**src/rtl/vlt_lq_accum.sv**
```systemverilog
// ---------------------------------------------------------------------------
// vlt_lq_accum
//
// Load-queue vulnerability accumulator. Each load-queue deallocation event
// brings two shift amounts (each with an enable) and the residency duration
// of the entry. The weighted residency
//     (duration << shift1) + (duration << shift2)
// is formed in a registered stage (S1). It is then added into a saturating
// interval accumulator (S2), and an event counter is advanced alongside it.
// A valid/ack dump handshake takes an atomic snapshot of the running totals
// and clears them. Accumulation keeps running while a snapshot is pending.
//
// Parameters:
//   ACC_W  accumulator / dump width (>= 26)
//   CNT_W  event counter width
//
// Ports:
//   clk_i        clock, all state on the rising edge
//   rst_ni       asynchronous active-low reset
//   ev_v_i       deallocation event valid (at most one per cycle)
//   shift1_i     first shift amount;  shift1_v_i enables the term
//   shift2_i     second shift amount; shift2_v_i enables the term
//   duration_i   residency in cycles (modulo 1024)
//   dump_req_i   level-sampled snapshot request
//   dump_ack_i   consumer accepts the pending snapshot
//   dump_v_o     snapshot valid, held until acked
//   dump_acc_o   snapshot weighted-residency total
//   dump_cnt_o   snapshot event count
//   dump_sat_o   snapshot interval saturated (acc or cnt)
//   busy_o       snapshot pending (same as dump_v_o)
// ---------------------------------------------------------------------------
module vlt_lq_accum #(
    parameter int ACC_W = 48,
    parameter int CNT_W = 32
) (
    input  logic             clk_i,
    input  logic             rst_ni,
    input  logic             ev_v_i,
    input  logic [3:0]       shift1_i,
    input  logic             shift1_v_i,
    input  logic [3:0]       shift2_i,
    input  logic             shift2_v_i,
    input  logic [9:0]       duration_i,
    input  logic             dump_req_i,
    input  logic             dump_ack_i,
    output logic             dump_v_o,
    output logic [ACC_W-1:0] dump_acc_o,
    output logic [CNT_W-1:0] dump_cnt_o,
    output logic             dump_sat_o,
    output logic             busy_o
);

    localparam logic [0:0] ST_IDLE = 1'b0;
    localparam logic [0:0] ST_PEND = 1'b1;

    localparam logic [ACC_W-1:0] ACC_ONES = {ACC_W{1'b1}};
    localparam logic [CNT_W-1:0] CNT_ONES = {CNT_W{1'b1}};

    // S1 pipeline register
    logic             s1_v_q,  s1_v_d;
    logic [25:0]      s1_w_q,  s1_w_d;
    logic [25:0]      term1_s, term2_s;

    // S2 interval state
    logic [ACC_W-1:0] acc_q,   acc_d;
    logic [CNT_W-1:0] cnt_q,   cnt_d;
    logic             sat_q,   sat_d;

    // Dump FSM and snapshot registers
    logic [0:0]       st_q,    st_d;
    logic [ACC_W-1:0] dump_acc_q, dump_acc_d;
    logic [CNT_W-1:0] dump_cnt_q, dump_cnt_d;
    logic             dump_sat_q, dump_sat_d;

    // Saturating next-interval values, shared by accumulate and snapshot paths
    logic [ACC_W-1:0] acc_add_s;
    logic [ACC_W:0]   acc_sum_s;
    logic             acc_ovf_s;
    logic [ACC_W-1:0] acc_next_s;
    logic             cnt_ovf_s;
    logic [CNT_W-1:0] cnt_next_s;
    logic             sat_next_s;
    logic             take_s;

    // S1 weight: each term is at most 10+15 = 25 bits, the sum fits in 26.
    always_comb begin
        term1_s = 26'd0;
        term2_s = 26'd0;
        if (shift1_v_i) begin
            term1_s = {16'd0, duration_i} << shift1_i;
        end else begin
            term1_s = 26'd0;
        end
        if (shift2_v_i) begin
            term2_s = {16'd0, duration_i} << shift2_i;
        end else begin
            term2_s = 26'd0;
        end
        s1_v_d = ev_v_i;
        s1_w_d = term1_s + term2_s;
    end

    // S2 saturating add of the completing S1 event; counts zero-weight events too.
    always_comb begin
        if (s1_v_q) begin
            acc_add_s = ACC_W'(s1_w_q);
        end else begin
            acc_add_s = {ACC_W{1'b0}};
        end
        acc_sum_s  = {1'b0, acc_q} + {1'b0, acc_add_s};
        acc_ovf_s  = acc_sum_s[ACC_W];
        acc_next_s = acc_ovf_s ? ACC_ONES : acc_sum_s[ACC_W-1:0];
        cnt_ovf_s  = s1_v_q && (cnt_q == CNT_ONES);
        if (s1_v_q && !cnt_ovf_s) begin
            cnt_next_s = cnt_q + CNT_W'(1'b1);
        end else begin
            cnt_next_s = cnt_q;
        end
        sat_next_s = sat_q | acc_ovf_s | cnt_ovf_s;
    end

    // Dump FSM: a taken request snapshots the totals including the S2 event
    // completing on the same edge, and restarts the interval from zero.
    always_comb begin
        take_s     = 1'b0;
        st_d       = st_q;
        acc_d      = acc_next_s;
        cnt_d      = cnt_next_s;
        sat_d      = sat_next_s;
        dump_acc_d = dump_acc_q;
        dump_cnt_d = dump_cnt_q;
        dump_sat_d = dump_sat_q;
        case (st_q)
            ST_IDLE: begin
                if (dump_req_i) begin
                    take_s     = 1'b1;
                    st_d       = ST_PEND;
                    dump_acc_d = acc_next_s;
                    dump_cnt_d = cnt_next_s;
                    dump_sat_d = sat_next_s;
                    acc_d      = {ACC_W{1'b0}};
                    cnt_d      = {CNT_W{1'b0}};
                    sat_d      = 1'b0;
                end else begin
                    st_d = ST_IDLE;
                end
            end
            ST_PEND: begin
                // A request on the ack edge is not taken; it is seen from IDLE.
                if (dump_ack_i) begin
                    st_d = ST_IDLE;
                end else begin
                    st_d = ST_PEND;
                end
            end
            default: begin
                st_d = ST_IDLE;
            end
        endcase
    end

    // State registers; reset discards any in-flight snapshot.
    always_ff @(posedge clk_i or negedge rst_ni) begin
        if (!rst_ni) begin
            s1_v_q     <= 1'b0;
            s1_w_q     <= 26'd0;
            acc_q      <= {ACC_W{1'b0}};
            cnt_q      <= {CNT_W{1'b0}};
            sat_q      <= 1'b0;
            st_q       <= ST_IDLE;
            dump_acc_q <= {ACC_W{1'b0}};
            dump_cnt_q <= {CNT_W{1'b0}};
            dump_sat_q <= 1'b0;
        end else begin
            s1_v_q     <= s1_v_d;
            s1_w_q     <= s1_w_d;
            acc_q      <= acc_d;
            cnt_q      <= cnt_d;
            sat_q      <= sat_d;
            st_q       <= st_d;
            dump_acc_q <= dump_acc_d;
            dump_cnt_q <= dump_cnt_d;
            dump_sat_q <= dump_sat_d;
        end
    end

    assign dump_v_o   = (st_q == ST_PEND);
    assign busy_o     = (st_q == ST_PEND);
    assign dump_acc_o = dump_acc_q;
    assign dump_cnt_o = dump_cnt_q;
    assign dump_sat_o = dump_sat_q;

endmodule

```
**config.mk**
```make
export PLATFORM = sky130hd
export DESIGN_NAME = vlt_lq_accum
export DESIGN_NICKNAME = d
export VERILOG_FILES = /design/src/rtl/vlt_lq_accum.sv
export SDC_FILE = /design/constraint.sdc
export NUM_CORES = 1
export LEC_CHECK = 0
export CAP_MARGIN = 20
export CORE_MARGIN = 2
export CORE_UTILIZATION = 63
export CTS_CLUSTER_SIZE = 30
export DETAILED_ROUTE_END_ITERATION = 8
export GPL_TIMING_DRIVEN = 1
export HOLD_SLACK_MARGIN = 0.1
export PLACE_DENSITY = 0.95
export SLEW_MARGIN = 0
export SYNTH_ARGS = -nofsm -noshare
export SYNTH_HDL_FRONTEND = slang
export SYNTH_SLANG_ARGS = --single-unit
```
**constraint.sdc**
```tcl
create_clock -name clk_i -period 8.9 [get_ports clk_i]
set_clock_uncertainty 0.1 [all_clocks]
set_input_delay 1.335 -clock clk_i [delete_from_list [all_inputs] [get_ports clk_i]]
set_output_delay 1.335 -clock clk_i [all_outputs]
set_load 0.1 [all_outputs]
```
==> impl_metrics.json, run 1 <==
{
  "synth_cells": 1248,
  "clockBufferDepth": 2,
  "cts.clk_slew.worst_paths_ns": 0.07,
  "grt_util_met1_pct": 38.3,
  "fin_total_pwr_mw": 2.87,
  "ant_nets": 0,
  "slew_violations": 0,
  "synth_fa_ha_area_share_pct": 6.19,
  "wire_per_inst_um": 18.2,
  "path_cells": "clkdlybuf4s50_1, clkinv_1, a211oi_1, a21oi_1, a21oi_1, o22ai_1, and2_1, ha_1, a21o_1, a21oi_1, nor3b_1, o21ai_1, a2111oi_2, o311ai_1, a41oi_1, o21bai_1, xor2_1",
  "cts_sinks": 190,
  "reg2reg_from": "s1_v_q",
  "arrival_ns": 5.83,
  "synth-edff-count": 0,
  "slowest_delay_ns": 0.87,
  "irDropWorstVdd_mv": 0.196,
  "max_freq_mhz": 178,
  "fin_crit_sh_pct": 63.1,
  "ctsHtreeMaxLevel": 4,
  "synthArstFlopShare_pct": 100,
  "cts_tree": "yes",
  "synth-simple-area-share_pct": 22.6,
  "cp_slowest_cell": "clkdlybuf4s50_1",
  "nFillCells": 1160,
  "synth_mux_area_share_pct": 3.31,
  "crit_end": "s1_w_q[24]",
  "cp-startpoint": "shift1_i[1]",
  "gp_congestion": 0.964,
  "setup_viol_count_final": 0,
  "syn_nets": 1327,
  "cts_setup_buffers": 0,
  "hold_violations": 0,
  "cts_root_buf": "clkbuf_16",
  "port_buffers": 107,
  "hold_path.class": "reg -> reg",
  "path_buf_inv": 2,
  "grt_max_degree": 120,
  "synth_xor_area_share_pct": 6.28,
  "cts_buffers": 17,
  "ys_seq_area_share_pct": 42.6,
  "nets": 1402,
  "r2r-end": "dump_acc_o[39]",
  "pre_cts_slack_ns": 2.89,
  "grt_first_pass_wirelength_um": 45700,
  "rsz0062_at_grt": "no",
  "core_sq_um": 17300,
  "min_period_ns": 5.62,
  "met2_usage_pct": 53.5,
  "area_growth_pct": 15.9,
  "antenna_found_initial": 0,
  "antennaDiodeCount": 0,
  "ys.warnings.count": 0,
  "reg2reg_depth": 13,
  "setup_tns_ns": 0,
  "viasPerCell": 6.28,
  "crit_cells": 17,
  "die_h_um": 137,
  "dp_hpwl_um": 19200,
  "synth-main-ff-cell": "dfrtp_1",
  "first_pass_iters": 5,
  "crit_family": "compound AO/OA/AOI/OAI gates",
  "max-slew-margin-rel_pct": 28.8,
  "critPathLaunchType": "primary input",
  "cts-hold-fix-buffers": 0,
  "final_cell_count_no_fill": 1561,
  "crit_path_end_kind": "register",
  "cp_data_required_time_ns": 9.11,
  "grt.busiest_layer": "met2",
  "overflow": 0,
  "power_density_nw_per_um2": 222,
  "dieWidth_um": 137,
  "initial_core_util_pct": 64.5,
  "tightest_slew_ns": 1.07,
  "critPathMostFrequentCell": "a21oi_1",
  "status": "finished, final reports clean",
  "syn_area_per_cell_sq_um": 8.94,
  "grt_usage_pct": 30.7,
  "place_inst": 1528,
  "synth_compound_area_share_pct": 16.1,
  "die_area_sq_um": 18800,
  "netlist_area_sq_um": 11200,
  "grt_pass1_vias": 9440,
  "synth_top_family_by_area": "simple AND/OR/NAND/NOR gates",
  "drv_cap": 0,
  "ys_types": 78,
  "ys_seq_elements": 190,
  "boundaryPins": 108,
  "core.rowCount": 48,
  "vias": 9808,
  "drc": 0,
  "timing.final.ws_setup_ns": 3.28,
  "drt_iter0_drc": 890,
  "regToRegSetupSlack_ns": 4.59,
  "power.leakage_nw": 5.92,
  "cts_resized": 0,
  "drive_gt1_share_pct": 6.29,
  "totalWireLength_um": 28400,
  "worst-path-max-fanout": 15,
  "clock_latency_ns": 0.44,
  "use_met3_pct": 4.67,
  "crit_type": "in -> reg"
}
[synth_stat cells, drive strengths merged, types with 23 or more instances]
| master | n | share of area [%] |
|---|---|---|
| nand2 | 141 | 4.8 |
| a21oi | 73 | 3.3 |
| nor2 | 180 | 6.3 |
| xor2 | 29 | 2.3 |
| dfrtp | 190 | 43 |
| ha | 52 | 5.8 |
| clkbuf | 44 | 1.5 |
| and2 | 39 | 2.2 |
| o21ai | 98 | 4.4 |
| nor3 | 41 | 1.9 |
| xnor2 | 51 | 4.0 |
| inv | 23 | 0.77 |
| nand3 | 35 | 1.6 |
[cell usage in the layout (no fill, tap or decap), drive strengths merged, types with 15 or more instances in the layout]
master	Yosys	final
clkbuf	44	22
nor3	41	41
o21ai	98	98
inv	23	26
dfrtp	190	190
nor2b	19	19
xor2	29	29
clkdlybuf4s50	0	106
xnor2	51	51
nand3	35	35
nand2	141	141
a21o	21	21
ha	52	52
mux2i	20	20
and2	39	39
nor2	180	180
a21oi	73	73
a31oi	15	15
[area by class of cell]
class                   instances  area, sq um  share of cell area [%]
flip-flops and latches        190         4750                    36.7
multi-input cells             977         6090                    47.1
well taps                     225          282                    2.18
clock buffers                  22          484                    3.74
inverters                      25         93.8                   0.725
repair buffers                112         1130                    8.73
clock inverters                10          103                   0.793
[sequential cells by signal (all words and copies together) (netlist names)]
register / count
s1_v_q: 1
dump_sat_o: 1
cnt_q: 32
dump_cnt_o: 32
acc_q: 48
s1_w_q: 26
dump_acc_o: 48
sat_q: 1
busy_o: 1
[cells by family (layout without fill, tap and decap cells)]
| logic type | after synthesis | count (layout) |
|---|---|---|
| and+or+nand+nor | 527 | 527 |
| muxes | 34 | 34 |
| adders and majority gates | 54 | 54 |
| buffers and inverters | 81 | 169 |
| AOI/OAI and AO/OA | 282 | 282 |
| DFF | 190 | 190 |
| xor gates and xnor gates | 80 | 80 |
[worst reg2reg max path, stage by stage, from the launching register on]
cell	delay (ns)
dfrtp_1	0.72
and2_1	0.32
ha_1	0.22
fa_1	0.44
a211o_1	0.34
o211ai_2	0.12
a211oi_2	0.19
nor4bb_4	0.39
nor2_4	0.13
a21boi_4	0.26
nor4_4	0.08
buf_4	0.27
nor4_1	0.48
o31ai_1	0.11
[where the power goes]
part           internal (mW)  total [mW]  switching [mW]
Sequential             0.976        1.04          0.0682
Combinational          0.279        1.07           0.793
Clock                  0.419       0.753           0.334
Total                   1.67        2.87            1.19
[worst min-delay path by stage]
stage	startpoint	slack, ns	endpoint	cells past startpoint
floorplan	sat_q	0.36	sat_q	2
global placement	dump_cnt_o[30]	0.36	dump_cnt_o[30]	2
detailed placement	dump_acc_o[17]	0.37	dump_acc_o[17]	2
CTS	dump_acc_o[17]	0.38	dump_acc_o[17]	2
global route	dump_acc_o[21]	0.40	dump_acc_o[21]	2
finish	dump_acc_o[18]	0.38	dump_acc_o[18]	2
[metal layers]
layer | up-vias | share of wire, %
li1 | 4527 | -
met1 | 4765 | 41
met2 | 430 | 51
met3 | 86 | 5.7
met4 | 0 | 3.1
met5 | - | 0
[through the flow]
stage / utilization (%) / hold slack, ns / instance area (sq um)
5_1_grt: 74.8 / 0.400 / 12900
3_3_place_gp: 71.3 / 0.361 / 12300
3_5_place_dp: 71.3 / 0.370 / 12300
6_report: 74.8 / 0.381 / 12900
4_1_cts: 74.6 / 0.385 / 12900
2_1_floorplan: - / 0.355 / 11200
Note: power is estimated with default switching activity, not from simulation.
==> inputs of run 2 (changes only) <==
CORE_UTILIZATION = 53   (was 63)
PLACE_DENSITY = 0.89   (was 0.95)
clock period = 4.7 ns   (was 8.9 ns; I/O delays follow)
==> run 2 against run 1 <==
Net effect: register-to-register slack worse by 4.1 ns; hold slack worse by 0.080 ns; flip-flop and latch count unchanged; critical path depth decreased by 1; cell count up 6.3%; cell area is 3.4% higher; non-clock buffer count up 49; total power is 91% higher; routed wire length decreased by 3.1%; critical path type unchanged; largest cell class unchanged; largest power group unchanged.
==> impl_metrics.json, run 2 (synthesized netlist as in run 1, its figures left out) <==
{
  "min_period_ns": 4.32,
  "grt_first_pass_wirelength_um": 45400,
  "cts_root_buf": "clkbuf_16",
  "final_cell_count_no_fill": 1660,
  "path_cells": "clkdlybuf4s50_1, buf_4, mux2_2, nand2_1, o21ai_0, mux2i_1, o32ai_1, ha_1, a21oi_1, nor3b_1, o21ai_1, a2111oi_2, o311ai_1, a21o_1, a21oi_1, xnor2_1",
  "vias": 9713,
  "grt_usage_pct": 25.1,
  "cts.clk_slew.worst_paths_ns": 0.07,
  "cp_data_required_time_ns": 4.96,
  "final_cell_mix": "dfrtp_1, nor2_1, nand2_1",
  "slew_violations": 0,
  "fin_total_pwr_mw": 5.48,
  "cts_buffers": 17,
  "whs_ns": 0.301,
  "initial_core_util_pct": 53.6,
  "wire_per_inst_um": 16.6,
  "cts_tree": "yes",
  "first_pass_iters": 5,
  "cp_slowest_cell": "clkdlybuf4s50_1",
  "worst-path-max-fanout": 6,
  "reg2reg_from": "s1_v_q",
  "critPathLaunchType": "primary input",
  "boundaryPins": 108,
  "antennaDiodeCount": 0,
  "hold_path.class": "in -> async",
  "hold_violations": 0,
  "final_common_cell": "dfrtp_1",
  "crit_family": "compound AO/OA/AOI/OAI gates",
  "rsz0062_at_grt": "no",
  "power_density_nw_per_um2": 410,
  "gp_congestion": 0.925,
  "power.leakage_nw": 6.18,
  "tightest_slew_ns": 1.04,
  "grt_max_degree": 126,
  "topRoutingLayerUsed": "met4",
  "drt-met1-wl_um": 11500,
  "cts_setup_buffers": 0,
  "setup_viol_count_final": 0,
  "ant_nets": 0,
  "ctsHtreeMaxLevel": 4,
  "arrival_ns": 4.58,
  "slowest_delay_ns": 0.60,
  "overflow": 0,
  "drc": 0,
  "critPathMostFrequentCell": "a21oi_1",
  "nets": 1451,
  "crit_type": "in -> reg",
  "place_inst": 1628,
  "drt_iter0_drc": 722,
  "clockBufferDepth": 2,
  "viasPerCell": 5.85,
  "core.rowCount": 53,
  "grt_pass1_vias": 9505,
  "drv_cap": 0,
  "dp_hpwl_um": 19600,
  "crit_path_end_kind": "register",
  "cts_sinks": 190,
  "fin_crit_sh_pct": 91.8,
  "irDropWorstVdd_mv": 0.280,
  "core_sq_um": 20800,
  "cts_resized": 0,
  "met2WireLength_um": 13600,
  "wl_met3_um": 1520,
  "max_freq_mhz": 232,
  "port_buffers": 107,
  "totalWireLength_um": 27600,
  "status": "finished, final reports clean",
  "max-slew-margin-rel_pct": 30.5,
  "dieWidth_um": 149,
  "die_area_sq_um": 22200,
  "area_growth_pct": 19.9,
  "drive_gt1_share_pct": 9.68,
  "clock_latency_ns": 0.44,
  "die_h_um": 149,
  "antenna_found_initial": 0,
  "cts-hold-fix-buffers": 0,
  "path_buf_inv": 2,
  "cp-startpoint": "shift2_i[0]"
}
[run 2: cell types whose count changed in the layout (fill, tap and decap cells not counted), moves of 2 or more]
cell,previous run,this run
buf_12,0,2
buf_4,4,52
clkbuf_8,4,2
clkinv_2,0,2
clkinv_8,0,2
clkinvlp_4,5,1
inv_6,3,5
[run 2: worst paths after layout]
| path | slack, ns | to | cells after the start |
|---|---|---|---|
| max | 0.38 | s1_w_q[22] | 16 |
| min | 0.30 | dump_acc_o[33] | 1 |
| max reg2reg | 0.46 | dump_acc_o[27] | 13 |
| min reg2reg | 0.38 | dump_acc_o[45] | 2 |
| max in group asynchronous | 3.27 | s1_v_q | 2 |
| min in group clk_i | 0.38 | dump_acc_o[45] | 2 |
[run 2: stage by stage]
| step | area (sq um) | setup WS [ns] | util (%) | setup TNS (ns) |
|---|---|---|---|---|
| 3_5_place_dp | 12800 | -0.0389 | 61.4 | -0.0602 |
| 4_1_cts | 13400 | 0.421 | 64.3 | 0 |
| 3_3_place_gp | 12800 | 0.0366 | 61.4 | 0 |
| 2_1_floorplan | 11200 | 0.340 | - | 0 |
| 6_report | 13400 | 0.384 | 64.3 | 0 |
| 5_1_grt | 13400 | 0.131 | 64.3 | 0 |
[run 2: final cells by class]
cell class,count,area [sq um]
Fill cell,1625,7440
Multi-Input combinational cell,977,6090
Sequential cell,190,4750
Timing Repair Buffer,161,1510
Clock buffer,18,439
Tap cell,275,344
Clock inverter,14,153
Inverter,25,93.8
[run 2: metal layers]
| metal | global-route usage, % | vias to the layer above |
|---|---|---|
| li1 | - | 4619 |
| met1 | 32.5 | 4629 |
| met5 | 0 | - |
| met3 | 3.64 | 68 |
| met4 | 10.9 | 0 |
| met2 | 42.3 | 397 |
[run 2: where the power goes]
part	leakage (nW)	switching (mW)	internal [mW]	total, mW
Sequential	2.56	0.122	1.85	1.97
Clock	0.290	0.676	0.765	1.44
Combinational	3.32	1.52	0.556	2.07
Total	6.18	2.32	3.17	5.48
==> inputs of run 3 (changes only) <==
CAP_MARGIN = unset   (was 20)
CORE_MARGIN = 5   (was 2)
==> run 3 against run 2 <==
Net effect: sequential power about the same; cell count decreased by 0.54%; register-to-register slack got worse by 0.08 ns; critical endpoint is now s1_w_q[24]; largest cell class unchanged; non-clock buffer count decreased by 9; global-route usage decreased by 1.3 points; die area increased by 8.2%; maximum frequency decreased by 3.1%; hold slack got worse by 0.073 ns; sequential share of layout area increased by 0.20 points; setup slack got worse by 0.14 ns; highest routed layer unchanged; utilization decreased by 0.57 points.
==> impl_metrics.json, run 3 (synthesized netlist as in run 1, its figures left out) <==
{
  "status": "finished, final reports clean",
  "dieWidth_um": 155,
  "wire_per_inst_um": 17.0,
  "final_common_cell": "dfrtp_1",
  "crit_path_end_kind": "register",
  "totalWireLength_um": 28100,
  "max_freq_mhz": 224,
  "setup_viol_count_final": 0,
  "pre_cts_slack_ns": -0.160,
  "die_h_um": 155,
  "ant_nets": 0,
  "final_cell_mix": "dfrtp_1, nor2_1, nand2_1",
  "cts.clk_slew.worst_paths_ns": 0.07,
  "whs_ns": 0.229,
  "nFillCells": 1649,
  "drc": 0,
  "nets": 1442,
  "fin_crit_sh_pct": 94.8,
  "antennaDiodeCount": 0,
  "first_pass_iters": 5,
  "cts_tree": "yes",
  "timing.final.ws_setup_ns": 0.244,
  "critPathLaunchType": "primary input",
  "die_area_sq_um": 24100,
  "ctsHtreeMaxLevel": 4,
  "grt_max_degree": 111,
  "fin_util_pct": 63.7,
  "power_density_nw_per_um2": 413,
  "core_sq_um": 20900,
  "cts_buffers": 17,
  "cts-hold-fix-buffers": 0,
  "ff_latch_area_sq_um": 4750,
  "clockBufferDepth": 2,
  "grt_usage_pct": 23.9,
  "boundaryPins": 108,
  "drt_iter0_drc": 770,
  "core.rowCount": 53,
  "viasPerCell": 5.82,
  "gp_congestion": 0.959,
  "grt_first_pass_wirelength_um": 47400,
  "overflow": 0,
  "crit_type": "in -> reg",
  "irDropWorstVdd_mv": 0.290,
  "multi_input_area_sq_um": 6090,
  "slowest_delay_ns": 0.61,
  "max-slew-margin-rel_pct": 31.5,
  "min_period_ns": 4.46,
  "cp_data_required_time_ns": 4.93,
  "cts_setup_buffers": 0,
  "area_growth_pct": 19.2,
  "path_cells": "clkdlybuf4s50_1, buf_4, mux2_2, o21ai_0, mux2_2, o21ai_0, and2_1, ha_1, a21o_1, a21oi_1, nor3b_1, o21ai_1, a2111oi_2, o311ai_1, a41oi_1, o21bai_1, xor2_1",
  "cts_root_buf": "clkbuf_16",
  "cp_slowest_cell": "clkdlybuf4s50_1",
  "power.leakage_nw": 6.13,
  "port_buffers": 107,
  "antenna_found_initial": 0,
  "cts_resized": 0,
  "hold_violations": 0,
  "drv_cap": 0,
  "worst-path-max-fanout": 9,
  "clock_latency_ns": 0.44,
  "grt_pass1_vias": 9776,
  "tightest_slew_ns": 1.03,
  "drive_gt1_share_pct": 9.08,
  "cts_sinks": 190,
  "initial_core_util_pct": 53.4,
  "slew_violations": 0,
  "hold_path.class": "in -> async",
  "arrival_ns": 4.68,
  "rsz0062_at_grt": "no",
  "vias": 9607,
  "dp_hpwl_um": 20400
}
run 3: cell count changes in the layout (fill, tap and decap cells not counted), sizes merged:
cell / delta
buf: -9
inv: +3
clkinv: -2
clkbuf: -1
run 3: through the flow:
| step | area, sq um | power [mW] | TNS [ns] | std cells |
|---|---|---|---|---|
| finish | 13300 | 5.49 | 0 | 1651 |
| global route | 13300 | 5.72 | 0 | 1651 |
| CTS | 13300 | 5.50 | 0 | 1651 |
| detailed placement | 12700 | 4.04 | -0.521 | 1619 |
| global placement | 12700 | 4.00 | 0 | 1619 |
| floorplan | 11200 | 3.50 | 0 | 1248 |
run 3: power breakdown:
part	internal (mW)	total, mW	switching [mW]
registers	1.85	1.97	0.125
clock network	0.760	1.46	0.696
logic	0.548	2.06	1.51
run 3: worst paths after layout:
check	from	to	slack, ns	cells after the start
max	shift2_i[0]	s1_w_q[24]	0.24	17
min	rst_ni	dump_cnt_o[17]	0.23	1
max reg2reg	s1_v_q	dump_acc_o[21]	0.38	13
min reg2reg	dump_acc_o[3]	dump_acc_o[3]	0.38	2
max in group asynchronous	rst_ni	dump_acc_o[23]	3.16	2
min in group clk_i	dump_acc_o[3]	dump_acc_o[3]	0.38	2
run 3: per-layer routing:
layer / global-route usage [%] / part of all wire, %
met3: 4.70 / 5.3
met2: 41.0 / 49
met4: 10.6 / 3.8
met1: 29.2 / 42
met5: 0 / 0
run 3: critical path: cells and delay by family:
family	cells	cell delay [ns]
AO/OA/AOI/OAI	9	1.84
XOR/XNOR	1	0.14
buffers and inverters	2	0.84
AND/OR/NAND/NOR	2	0.39
adder cells (fa/ha/maj)	1	0.20
multiplexers	2	0.56
run 3: cell type report:
type                    instances  area share, %
multi-input cells             977           45.8
flip-flops and latches        190           35.7
repair buffers                152           10.7
clock buffers                  17           3.20
well taps                     275           2.59
clock inverters                15           1.28
inverters                      25          0.705
